[src/rtl/rc_multicast_inject_if.sv]
// Injection-port bundle: request side, network flit side, local sink side and drop counter.
interface rc_multicast_inject_if #(
  parameter int DATASIZE = 30
);
  logic                req_valid;
  logic                req_ready;
  logic [4:0]          req_tag;
  logic [15:0]         req_dst;
  logic [7:0]          req_payload;
  logic [DATASIZE-1:0] flit_out;
  logic                flit_valid;
  logic                flit_ready;
  logic                local_valid;
  logic [4:0]          local_tag;
  logic [7:0]          local_payload;
  logic [7:0]          drop_cnt;

  // Requester / router side: issues requests, takes flits.
  modport master (
    output req_valid, req_tag, req_dst, req_payload, flit_ready,
    input  req_ready, flit_out, flit_valid, local_valid, local_tag,
           local_payload, drop_cnt
  );

  // Encoder side.
  modport slave (
    input  req_valid, req_tag, req_dst, req_payload, flit_ready,
    output req_ready, flit_out, flit_valid, local_valid, local_tag,
           local_payload, drop_cnt
  );
endinterface

[src/rtl/rc_multicast_inject.sv]
// Multicast injection encoder: packs local requests into flits, peels off the
// self-addressed copy to the local sink, and queues the network copy in a small FIFO.
module rc_multicast_inject #(
  parameter int DEPTH     = 4,
  parameter int WIDTH     = 2,
  parameter int DATASIZE  = 30,
  parameter int router_ID = 6
) (
  input  logic                   rc_clk,
  input  logic                   rst,
  rc_multicast_inject_if.slave   bus
);

  localparam logic [WIDTH:0] CNT_FULL  = (WIDTH+1)'(DEPTH);
  localparam logic [15:0]    SELF_MASK = 16'(1) << router_ID;

  logic [DATASIZE-1:0] mem_q [DEPTH];
  logic [DATASIZE-1:0] mem_d [DEPTH];
  logic [WIDTH-1:0]    wr_ptr_q, wr_ptr_d;
  logic [WIDTH-1:0]    rd_ptr_q, rd_ptr_d;
  logic [WIDTH:0]      count_q, count_d;
  logic                local_valid_q, local_valid_d;
  logic [4:0]          local_tag_q, local_tag_d;
  logic [7:0]          local_payload_q, local_payload_d;
  logic [7:0]          drop_cnt_q, drop_cnt_d;

  logic        accept;
  logic        self_hit;
  logic [15:0] net_dst;
  logic        push;
  logic        pop;
  logic        drop;

  // Handshake decode; the full check ignores whether this request needs a slot.
  always_comb begin
    bus.req_ready = !rst && (count_q != CNT_FULL);
    accept        = bus.req_valid && bus.req_ready;
    self_hit      = bus.req_dst[router_ID];
    net_dst       = bus.req_dst & ~SELF_MASK;
    push          = accept && (net_dst != 16'h0);
    drop          = accept && (net_dst == 16'h0) && !self_hit;
    pop           = (count_q != '0) && bus.flit_ready;
  end

  // Next-state for FIFO storage, pointers, local delivery and drop counter.
  always_comb begin
    mem_d           = mem_q;
    wr_ptr_d        = wr_ptr_q;
    rd_ptr_d        = rd_ptr_q;
    count_d         = count_q;
    local_valid_d   = 1'b0;
    local_tag_d     = local_tag_q;
    local_payload_d = local_payload_q;
    drop_cnt_d      = drop_cnt_q;

    if (push) begin
      mem_d[wr_ptr_q] = {bus.req_tag, net_dst, bus.req_payload, 1'b1};
      wr_ptr_d        = wr_ptr_q + 1'b1;
    end
    if (pop) begin
      rd_ptr_d = rd_ptr_q + 1'b1;
    end
    case ({push, pop})
      2'b10:   count_d = count_q + 1'b1;
      2'b01:   count_d = count_q - 1'b1;
      default: count_d = count_q;
    endcase

    if (accept && self_hit) begin
      local_valid_d   = 1'b1;
      local_tag_d     = bus.req_tag;
      local_payload_d = bus.req_payload;
    end

    if (drop && (drop_cnt_q != 8'hFF)) begin
      drop_cnt_d = drop_cnt_q + 8'd1;
    end
  end

  // Control state register with synchronous reset; buffered flits are abandoned.
  always_ff @(posedge rc_clk) begin
    if (rst) begin
      wr_ptr_q        <= '0;
      rd_ptr_q        <= '0;
      count_q         <= '0;
      local_valid_q   <= 1'b0;
      local_tag_q     <= '0;
      local_payload_q <= '0;
      drop_cnt_q      <= '0;
    end else begin
      wr_ptr_q        <= wr_ptr_d;
      rd_ptr_q        <= rd_ptr_d;
      count_q         <= count_d;
      local_valid_q   <= local_valid_d;
      local_tag_q     <= local_tag_d;
      local_payload_q <= local_payload_d;
      drop_cnt_q      <= drop_cnt_d;
    end
  end

  // FIFO storage needs no reset: entries are only visible while count is nonzero.
  always_ff @(posedge rc_clk) begin
    mem_q <= mem_d;
  end

  // Outputs: an empty FIFO presents all-zero so bit0 doubles as a valid marker.
  always_comb begin
    bus.flit_valid    = (count_q != '0);
    bus.flit_out      = (count_q != '0) ? mem_q[rd_ptr_q] : '0;
    bus.local_valid   = local_valid_q;
    bus.local_tag     = local_tag_q;
    bus.local_payload = local_payload_q;
    bus.drop_cnt      = drop_cnt_q;
  end

  a_no_push_full: assert property (@(posedge rc_clk) disable iff (rst)
    !(push && (count_q == CNT_FULL)));
  a_no_pop_empty: assert property (@(posedge rc_clk) disable iff (rst)
    !(pop && (count_q == '0)));

endmodule

[src/flat_wrapper.sv]
// flat-port wrapper written by rule: the top's interface ports become plain ports
module rc_multicast_inject_flat 
#(
  parameter int DEPTH     = 4,
  parameter int WIDTH     = 2,
  parameter int DATASIZE  = 30,
  parameter int router_ID = 6
)
  (rc_clk, rst, bus_req_valid, bus_req_tag, bus_req_dst, bus_req_payload, bus_flit_ready, bus_req_ready, bus_flit_out, bus_flit_valid, bus_local_valid, bus_local_tag, bus_local_payload, bus_drop_cnt);
  rc_multicast_inject_if #(.DATASIZE(DATASIZE)) bus_i ();
  input  logic rc_clk;
  input  logic rst;
  input wire logic [$bits(bus_i.req_valid)-1:0] bus_req_valid;
  input wire logic [$bits(bus_i.req_tag)-1:0] bus_req_tag;
  input wire logic [$bits(bus_i.req_dst)-1:0] bus_req_dst;
  input wire logic [$bits(bus_i.req_payload)-1:0] bus_req_payload;
  input wire logic [$bits(bus_i.flit_ready)-1:0] bus_flit_ready;
  output wire logic [$bits(bus_i.req_ready)-1:0] bus_req_ready;
  output wire logic [$bits(bus_i.flit_out)-1:0] bus_flit_out;
  output wire logic [$bits(bus_i.flit_valid)-1:0] bus_flit_valid;
  output wire logic [$bits(bus_i.local_valid)-1:0] bus_local_valid;
  output wire logic [$bits(bus_i.local_tag)-1:0] bus_local_tag;
  output wire logic [$bits(bus_i.local_payload)-1:0] bus_local_payload;
  output wire logic [$bits(bus_i.drop_cnt)-1:0] bus_drop_cnt;
  assign bus_i.req_valid = bus_req_valid;
  assign bus_i.req_tag = bus_req_tag;
  assign bus_i.req_dst = bus_req_dst;
  assign bus_i.req_payload = bus_req_payload;
  assign bus_i.flit_ready = bus_flit_ready;
  assign bus_req_ready = bus_i.req_ready;
  assign bus_flit_out = bus_i.flit_out;
  assign bus_flit_valid = bus_i.flit_valid;
  assign bus_local_valid = bus_i.local_valid;
  assign bus_local_tag = bus_i.local_tag;
  assign bus_local_payload = bus_i.local_payload;
  assign bus_drop_cnt = bus_i.drop_cnt;
  rc_multicast_inject #(.DEPTH(DEPTH), .WIDTH(WIDTH), .DATASIZE(DATASIZE), .router_ID(router_ID)) u_core (.rc_clk(rc_clk), .rst(rst), .bus(bus_i));
endmodule
[config.mk]
export PLATFORM = sky130hd
export DESIGN_NAME = rc_multicast_inject_flat
export DESIGN_NICKNAME = d
export VERILOG_FILES = /design/src/rtl/rc_multicast_inject_if.sv /design/src/rtl/rc_multicast_inject.sv /design/src/flat_wrapper.sv
export SDC_FILE = /design/constraint.sdc
export NUM_CORES = 1
export LEC_CHECK = 0
export CAP_MARGIN = 20
export CORE_MARGIN = 5
export CORE_UTILIZATION = 58
export CTS_CLUSTER_SIZE = 28
export DETAILED_ROUTE_END_ITERATION = 6
export PLACE_DENSITY = 0.91
export SETUP_SLACK_MARGIN = 0.3
export SLEW_MARGIN = 20
export SYNTH_ARGS = -nofsm -noshare
export SYNTH_HDL_FRONTEND = slang
export SYNTH_SLANG_ARGS = --single-unit
export TNS_END_PERCENT = 20
[constraint.sdc]
create_clock -name rc_clk -period 5.5 [get_ports rc_clk]
set_input_delay 0.55 -clock rc_clk [delete_from_list [all_inputs] [get_ports rc_clk]]
set_output_delay 0.55 -clock rc_clk [all_outputs]
set_load 0.02 [all_outputs]
### Yosys cells after proc, flatten, opt, wreduce, memory -nomap -nowiden

Cells that the tools add are included.
Widths: inputs -> output; s select.

| word-level totals | value |
|---|---|
| flip-flop bits (word level) | 149 |
| word-level logic and storage cells | 49 |

| operators by class | value |
|---|---|
| $add $sub $neg | 5 |
| $lt $le $gt $ge | 3 |
| equality and inequality tests | 4 |
| muxes and demuxes | 9 |
| bitwise logic cells | 2 |
| reduce and logical (&&, ||, !) cells | 15 |

Operators with widths:

| operator | count |
|---|---|
| $bwmux 120 | 1 |
| $mux 30 | 4 |
| $bmux 30 s2 | 1 |
| $demux 30 s2 | 1 |
| $logic_not 16->1 | 1 |
| $reduce_bool 16->1 | 1 |
| $logic_and 1x1->1 | 9 |
| $add 8x1->8 const B | 1 |
| $ne 8x8->1 const B | 1 |
| $ge 3x3->1 const B | 2 |
| $not 2->3 | 2 |
| $pmux 3 s2 | 1 |
| $add 2x1->2 const B | 2 |
| $add 3x1->3 const B | 1 |
| $lt 3x1->1 const B | 1 |
| $ne 3x3->1 const B | 1 |
| $reduce_bool 3->1 | 1 |
| $sub 3x1->3 const B | 1 |
| $eq 2x1->1 const B | 1 |
| $eq 2x2->1 const B | 1 |
| $logic_not 1->1 | 2 |
| $reduce_bool 2->1 | 1 |
| $mux 1 | 1 |

### Depth between registers and ports, before layout

Gate-level depths: netlist of run 1.

| logic depth | value |
|---|---|
| word-level depth | 6 |
| mapped depth | 11 |
| gate-level depth less buffers | 10 |

### Worst setup path before layout of run 1

OpenSTA, ideal clock, no wires.

| path | value |
|---|---|
| path kind | input -> register |
| start point | input port bus_req_dst[2] |
| end point | register u_core.count_q[2] |
| data arrival time | 2.337 ns |
| setup slack | 3.093 ns |
| stages on the path | 10 |
| path buffers | 0 |
| path through | nor4_2 -> and4_2 -> nor2_1 -> inv_1 -> ha_1 -> inv_1 -> fa_1 -> xor2_1 -> or3_1 -> a21oi_1 |

| between the ends | value |
|---|---|
| cells in the longest elaborated chain, start to end | 4 |
| elaborated cells on any way between the ends | 6 |
| classes of those cells | 2 x eq/ne; 1 x mux; 3 x reduce/logical |

Ends and longest elaborated chain:

| item | line | text |
|---|---|---|
| from (decl) | flat_wrapper.sv:15 | `input wire logic [$bits(bus_i.req_dst)-1:0] bus_req_dst;` |
| $reduce_bool 16->1 (*) | rc_multicast_inject.sv:40 | `push = accept && (net_dst != 16'h0);` |
| $logic_and 1x1->1 (*) | rc_multicast_inject.sv:40 |  |
| $eq 2x1->1 or $eq 2x2->1 (tied branches) | rc_multicast_inject.sv:63 | `case ({push, pop})` |
| $pmux 3 s2 or $reduce_bool 2->1 (tied branches) | n/a |  |
| to (signal assigned) | rc_multicast_inject.sv:93 | `count_q <= count_d;` |
| to (decl) | rc_multicast_inject.sv:21 | `logic [WIDTH:0] count_q, count_d;` |

Every way passes the cells marked *; elsewhere a longest branch is shown, timed or not.
A chain may end at the register's enable or synchronous reset.

### Worst setup path after layout of run 1

| path | value |
|---|---|
| start point | register u_core.rd_ptr_q[1] |
| end point | output port bus_flit_out[28] |

| between the ends | value |
|---|---|
| cells in the longest elaborated chain, start to end | 5 |

Ends and longest elaborated chain:

| item | line | text |
|---|---|---|
| from (decl) | rc_multicast_inject.sv:20 | `logic [WIDTH-1:0] rd_ptr_q, rd_ptr_d;` |
| from (signal assigned) | rc_multicast_inject.sv:92 | `rd_ptr_q <= rd_ptr_d;` |
| $not 2->3 (not written as such) | rc_multicast_inject.sv:109 | `bus.flit_out = (count_q != '0) ? mem_q[rd_ptr_q] : '0;` |
| $bmux 30 s2 | rc_multicast_inject.sv:109 |  |
| $mux 30 (not written as such) (2 in a row) | rc_multicast_inject.sv:109 |  |
| $mux 30 | rc_multicast_inject.sv:109 |  |
| to (decl) | flat_wrapper.sv:19 | `output wire logic [$bits(bus_i.flit_out)-1:0] bus_flit_out;` |

Every way passes these cells. The select of a mux whose other input is x is not followed.

==> flow_summary_export.csv, run 1 <==
group,metric,value,unit
detailed_routing,ant_nets,0,
synth,yosys-top-cells-area,"edfxtp_1 59%, mux4_2 11%, dfxtp_1 10%, and2_1 3.4%, mux2i_1 2.3%",
power,internal-power,2.349,mW
sta,fin_hold_ws,0.4971,ns
detailed_routing,dr.pass1.iters,4,
cts,clkTransAtPathRegs,0.06,ns
detailed_routing,drtIter0Drc,189,
worst_setup_path,worstPathMaxFanout,19,
floorplanning,die_area,11950,µm²
sta,post-route-min-period,3.230,ns
run,max-cap-violations,0,
power,switching_share,28.53,%
final_layout,insertedDiodeCount,0,
detailed_routing,drc_errors,0,
cts,cts_tree,"built",
floorplanning,start_util,59.10,%
sta,hold_viol,0,
power,seqPwrFrac,39.0,%
power,p_sw,0.9376,mW
worst_setup_path,critPathKind,"reg2out",
synth,synth_top_cell_area_share,58.77,%
cts,clk_path_buf_depth,2,
cts,cts_setup_buffers,0,
detailed_routing,wire_per_inst,20.40,µm
sta,fin_setup_tns,0,ns
outcome,status,"complete, no violations",
cts,htreeDepth,4,
worst_setup_path,slowest_stage,"dfxtp_1",
worst_setup_path,path_cells,"buf_4 > mux4_2 > and2_1 > clkdlybuf4s50_1",
cts,clk_latency,0.52,ns
power,pwr-share-clk,35.6,%
synth,muxShareOfSynthArea,14.47,%
synth,synth_compound_area_share,1.049,%
worst_setup_path,critPathTopFamily,"buffers and inverters",
power,pwr_density_cell,450.4,nW/µm²
synth,ys_ff_latch,141,
synth,avgSynthCellArea,17.03,µm²
synth,yosysTopAreaCell,"edfxtp_1",
sta,rsz0062_at_grt,"false",
synth,synth_nets,376,
power,power_leakage,2.517,nW
global_route,first_global_vias,3466,
floorplanning,die_w,109.3,µm
place,gp_congestion,0.8377,
sta,period_share,58.73,%
final_layout,fill_cells,552,
cts,cts_resized,0,
detailed_routing,viasPerCell,5.606,
global_route,grt_max_degree,37,
sta,slew_viol_final,0,
final_layout,drive_gt1_share,18.18,%
final_layout,syn_to_final_growth,27.50,%
floorplanning,pin_count,87,
worst_setup_path,cp_data_required_time,4.95,ns
sta,worst_slew_pin_slew,0.9447,ns
synth,synth_flop_cell,"edfxtp_1",
synth,synth_fa_ha_area_share,1.662,%
cts,cts_buffers,17,
cts,clockRootBuffer,"clkbuf_8",
place,hpwl,7.455,mm
global_route,antenna_found_initial,0,
floorplanning,rows,36,
synth,synth-async-reset-ratio,0,%
synth,yosys.cell_count.top_type,"edfxtp_1",
floorplanning,dieHeight,109.3,µm
global_route,grt_pass1_wl,18.29,mm
synth,yosysWarnings,0,
place,portBuffers,85,
synth,synth-simple-area-share,10.89,%
power,p_comb_share,25.4,%
cts,clock-sinks,141,
worst_setup_path,crit_arrival,2.68,ns
cts,cts_hold_buf,0,
global_route,grt_usage,21.04,%
synth,synth_top_family_by_area,"multiplexers",
power,ir_drop,0.2933,mV
sta,fmax,309.6,MHz
floorplanning,fp.coreArea,9684,µm²
worst_setup_path,path_buf_inv,2,
sta,fin_skew,0.007500,ns
detailed_routing,routed_wl,11.69,mm
final_layout,fin_nets,467,
synth,synth-edff-count,112,
synth,synth_xor_area_share,0.6122,%
detailed_routing,vias,3212,
synth,synth_area,5723,µm²
synth,synth_seq_area_share,68.91,%
worst_setup_path,slowest_delay,0.67,ns
sta,finalSetupViolCount,0,
synth,postSynthCellCount,336,
worst_setup_path,cp-end-kind,"output pin",
worst_setup_path,critPathLaunchType,"register",
min_path,min_path_type,"reg2reg",
synth,ys_top_cells_by_count,"112 x edfxtp_1, 31 x and2_1, 29 x dfxtp_1, 28 x mux4_2, 26 x nor2_1",
global_route,grt_overflow,0,
synth,synth_cell_types,39,
sta,timing.slew.headroom,37.02,%
power by group through the flow:
| stage | Clock [mW] | Sequential [mW] | Combinational (mW) |
|---|---|---|---|
| 6_report | 1.17 | 1.28 | 0.836 |
| 5_1_grt | 1.24 | 1.30 | 0.893 |
| 4_1_cts | 1.19 | 1.28 | 0.848 |
| 3_5_place_dp | 0 | 1.31 | 0.844 |
| 3_3_place_gp | 0 | 1.30 | 0.826 |
| 2_1_floorplan | 0 | 1.24 | 0.558 |
worst register-to-register path: stages, from the launching register on:
cell     delay (ns)
dfxtp_1        0.38
or3_1          0.75
and2_1         0.32
ha_1           0.21
inv_1          0.06
fa_1           0.38
xor2_1         0.16
or3_1          0.30
a21oi_1        0.16
metal layers:
layer	global-route usage (%)	up-vias	wire, µm
li1	-	1472	-
met5	0	-	0
met3	6.400	13	680
met4	7.035	0	152
met2	35.92	116	6275
met1	25.67	1611	4580
flip-flops by register name, summed over array words and instances (netlist names):
name and cells:
u_core.mem_q 112, u_core.bus.drop_cnt 8, u_core.bus.local_payload 8, u_core.bus.local_tag 5, u_core.count_q 3, u_core.rd_ptr_q 2
u_core.wr_ptr_q 2, u_core.bus.local_valid 1
kinds of logic (layout without fill, tap and decap cells):
kind of cell / after synthesis / after routing
and+or+nand+nor: 98 / 98
adders and majority gates: 7 / 7
other: 1 / 1
AOI/OAI and AO/OA: 11 / 11
DFF: 141 / 141
xor gates and xnor gates: 4 / 4
muxes: 47 / 47
buffers and inverters: 27 / 131
cell usage in the layout (no fill, tap or decap), types with 6 or more instances in the layout:
master           instances
edfxtp_1               112
clkdlybuf4s50_1         85
and2_1                  31
mux4_2                  28
dfxtp_1                 28
nor2_1                  26
clkbuf_16               16
mux2i_1                 13
inv_1                    8
nand3_1                  6
nor2b_1                  6
a21oi_1                  6
ha_1                     6
inv_6                    6
buf_4                    6
per-stage QoR:
| stage | setup WS (ns) | instances | power (mW) | utilization [%] | cell area (µm²) |
|---|---|---|---|---|---|
| global placement | 2.379 | 541 | 2.126 | 69.01 | 6683 |
| global route | 2.108 | 573 | 3.434 | 75.35 | 7297 |
| CTS | 1.941 | 573 | 3.319 | 75.32 | 7295 |
| finish | 2.270 | 573 | 3.286 | 75.35 | 7297 |
| floorplan | 3.093 | 336 | 1.797 | - | 5723 |
| detailed placement | 2.246 | 541 | 2.150 | 69.01 | 6683 |
cell type report:
type | count | area (µm²) | share of cell area [%]
flip-flops and latches | 141 | 3948 | 54.10
clock inverters | 15 | 197.7 | 2.709
clock buffers | 17 | 414.1 | 5.676
repair buffers | 91 | 895.9 | 12.28
inverters | 8 | 30.03 | 0.4115
multi-input cells | 168 | 1645 | 22.55
well taps | 133 | 166.4 | 2.281
worst paths after layout:
kind	cells past startpoint	endpoint	startpoint	slack [ns]
min reg2reg	2	u_core.bus.local_payload[6]$_SDFFE_PP0P_	u_core.bus.local_payload[6]$_SDFFE_PP0P_	0.50
min	2	u_core.bus.local_payload[6]$_SDFFE_PP0P_	u_core.bus.local_payload[6]$_SDFFE_PP0P_	0.50
max reg2reg	8	u_core.count_q[2]$_SDFFE_PP0P_	u_core.count_q[0]$_SDFFE_PP0P_	2.71
max	4	bus_flit_out[28]	u_core.rd_ptr_q[1]$_SDFFE_PP0P_	2.27
No activity file was read; power rests on OpenSTA's default activity.
==> run 2: changes to the inputs <==
--- a/config.mk
+++ b/config.mk
@@ -7,10 +7,10 @@
 export LEC_CHECK = 0
 export CAP_MARGIN = 20
 export CORE_MARGIN = 5
-export CORE_UTILIZATION = 58
+export CORE_UTILIZATION = 48
 export CTS_CLUSTER_SIZE = 28
 export DETAILED_ROUTE_END_ITERATION = 6
-export PLACE_DENSITY = 0.91
+export PLACE_DENSITY = 0.81
 export SETUP_SLACK_MARGIN = 0.3
 export SLEW_MARGIN = 20
 export SYNTH_ARGS = -nofsm -noshare
==> constraint.sdc (replaced) <==
create_clock -name rc_clk -period 2.95 [get_ports rc_clk]
set_input_delay 0.295 -clock rc_clk [delete_from_list [all_inputs] [get_ports rc_clk]]
set_output_delay 0.295 -clock rc_clk [all_outputs]
set_load 0.02 [all_outputs]
==> flow_summary_export.csv, run 2 (synthesis gave the netlist of run 1 again) <==
group,metric,value,unit
place,gp_congestion,0.7369,
sta,fmax,386.1,MHz
sta,timing.slew.headroom,53.56,%
worst_setup_path,cp-end-kind,"output pin",
power,power_leakage,2.554,nW
cts,cts_tree,"built",
place,placed_area,6783,µm²
floorplanning,start_util,49.49,%
sta,fin_hold_ws,0.4947,ns
floorplanning,rows,39,
global_route,antenna_found_initial,0,
detailed_routing,wire_per_inst,19.49,µm
cts,clk_latency,0.41,ns
detailed_routing,drc_errors,0,
floorplanning,dieHeight,119.2,µm
worst_setup_path,critPathLaunchType,"register",
detailed_routing,vias,3235,
sta,finalSetupViolCount,0,
place,hpwl,7.438,mm
cts,clk_path_buf_depth,2,
worst_setup_path,cp_data_required_time,2.65,ns
power,pwr_density_cell,816.3,nW/µm²
detailed_routing,routed_wl,11.54,mm
final_layout,largest_reg_flops,112,
final_layout,fin_nets,477,
final_layout,final_area,7360,µm²
global_route,grt_overflow,0,
cts,htreeDepth,4,
global_route,grt_max_degree,36,
final_layout,final_common_cell,"edfxtp_1",
run,max-cap-violations,0,
sta,fin_skew,0.006116,ns
cts,clockRootBuffer,"clkbuf_16",
sta,worst_slew_pin_slew,0.6949,ns
detailed_routing,dr.pass1.iters,4,
power,power,6.007,mW
cts,clkTransAtPathRegs,0.05,ns
sta,slew_viol_final,0,
cts,cts_hold_buf,0,
floorplanning,die_w,119.2,µm
final_layout,syn_to_final_growth,28.60,%
min_path,min_path_type,"reg2reg",
final_layout,insertedDiodeCount,0,
detailed_routing,viasPerCell,5.465,
sta,rsz0062_at_grt,"true",
cts,clock-sinks,141,
final_layout,layout_common_cells,"112 x edfxtp_1, 85 x clkdlybuf4s50_1, 31 x and2_1, 28 x mux4_2, 27 x dfxtp_1",
cts,cts_setup_buffers,0,
worst_setup_path,crit_arrival,2.29,ns
final_layout,largest-register,"u_core.mem_q",
floorplanning,pin_count,87,
sta,post-route-min-period,2.590,ns
global_route,grt_pass1_wl,18.46,mm
floorplanning,die_area,14210,µm²
final_layout,drive_gt1_share,19.82,%
detailed_routing,drtIter0Drc,227,
global_route,first_global_vias,3388,
global_route,grt_usage,17.13,%
worst_setup_path,worstPathMaxFanout,13,
detailed_routing,ant_nets,0,
final_layout,fill_cells,793,
outcome,status,"complete, no violations",
final_layout,multi_input_area,1663,µm²
power,ir_drop,0.4070,mV
floorplanning,fp.coreArea,11560,µm²
final_layout,register_area,3946,µm²
worst_setup_path,critPathKind,"reg2out",
sta,hold_viol,0,
cts,cts_buffers,17,
place,portBuffers,85,
sta,period_share,87.80,%
==> run 2: area by class of cell <==
| cell class | count | area share (%) |
|---|---|---|
| flip-flops and latches | 141 | 53.62 |
| multi-input cells | 168 | 22.59 |
| repair buffers | 101 | 13.41 |
| clock buffers | 17 | 5.780 |
| well taps | 143 | 2.431 |
| clock inverters | 14 | 1.751 |
| inverters | 8 | 0.4080 |
==> run 2: critical path, stage by stage, from the launching register on <==
cell and delay (ns):
dfxtp_2 0.34, buf_4 0.27, mux4_2 0.54, and2_1 0.16, clkdlybuf4s50_1 0.56
==> run 2: worst paths after layout <==
path                                                 start                                  endpoint  slack, ns  cells past startpoint
setup / recovery           u_core.rd_ptr_q[0]$_SDFFE_PP0P_                          bus_flit_out[25]       0.36                      4
hold / removal    u_core.bus.local_payload[2]$_SDFFE_PP0P_  u_core.bus.local_payload[2]$_SDFFE_PP0P_       0.49                      2
setup reg to reg            u_core.count_q[0]$_SDFFE_PP0P_            u_core.count_q[2]$_SDFFE_PP0P_       0.49                     10
hold reg to reg   u_core.bus.local_payload[2]$_SDFFE_PP0P_  u_core.bus.local_payload[2]$_SDFFE_PP0P_       0.49                      2
==> run 2: power breakdown <==
part	leakage, nW	switching, mW	internal [mW]	total, mW
clock network	0.279	0.761	1.22	1.98
logic	1.02	0.872	0.879	1.75
registers	1.25	0.0388	2.24	2.27
==> run 2: layer usage <==
layer | wire length (µm) | global-route usage [%] | part of all wire (%)
met4 | 182 | 6.734 | 1.6
met3 | 709 | 4.976 | 6.1
met1 | 4625 | 20.67 | 40
met5 | 0 | 0 | 0
met2 | 6021 | 29.11 | 52
==> run 2: per-stage QoR <==
stage / setup TNS, ns / setup slack (ns) / util (%) / instances
6_report: 0 / 0.3600 / 63.64 / 592
5_1_grt: 0 / 0.2700 / 63.64 / 592
4_1_cts: 0 / 0.3065 / 63.49 / 592
3_5_place_dp: -0.001842 / -0.001842 / 58.65 / 561
3_3_place_gp: 0 / 0.1148 / 58.65 / 561
2_1_floorplan: 0 / 0.7398 / - / 336
==> run 2: timing repair <==
action                     4_1_cts  5_1_grt
setup endpoints to repair       14       13
cloned                           0        0
gates resized for setup          2        2
pin swaps                        0        0
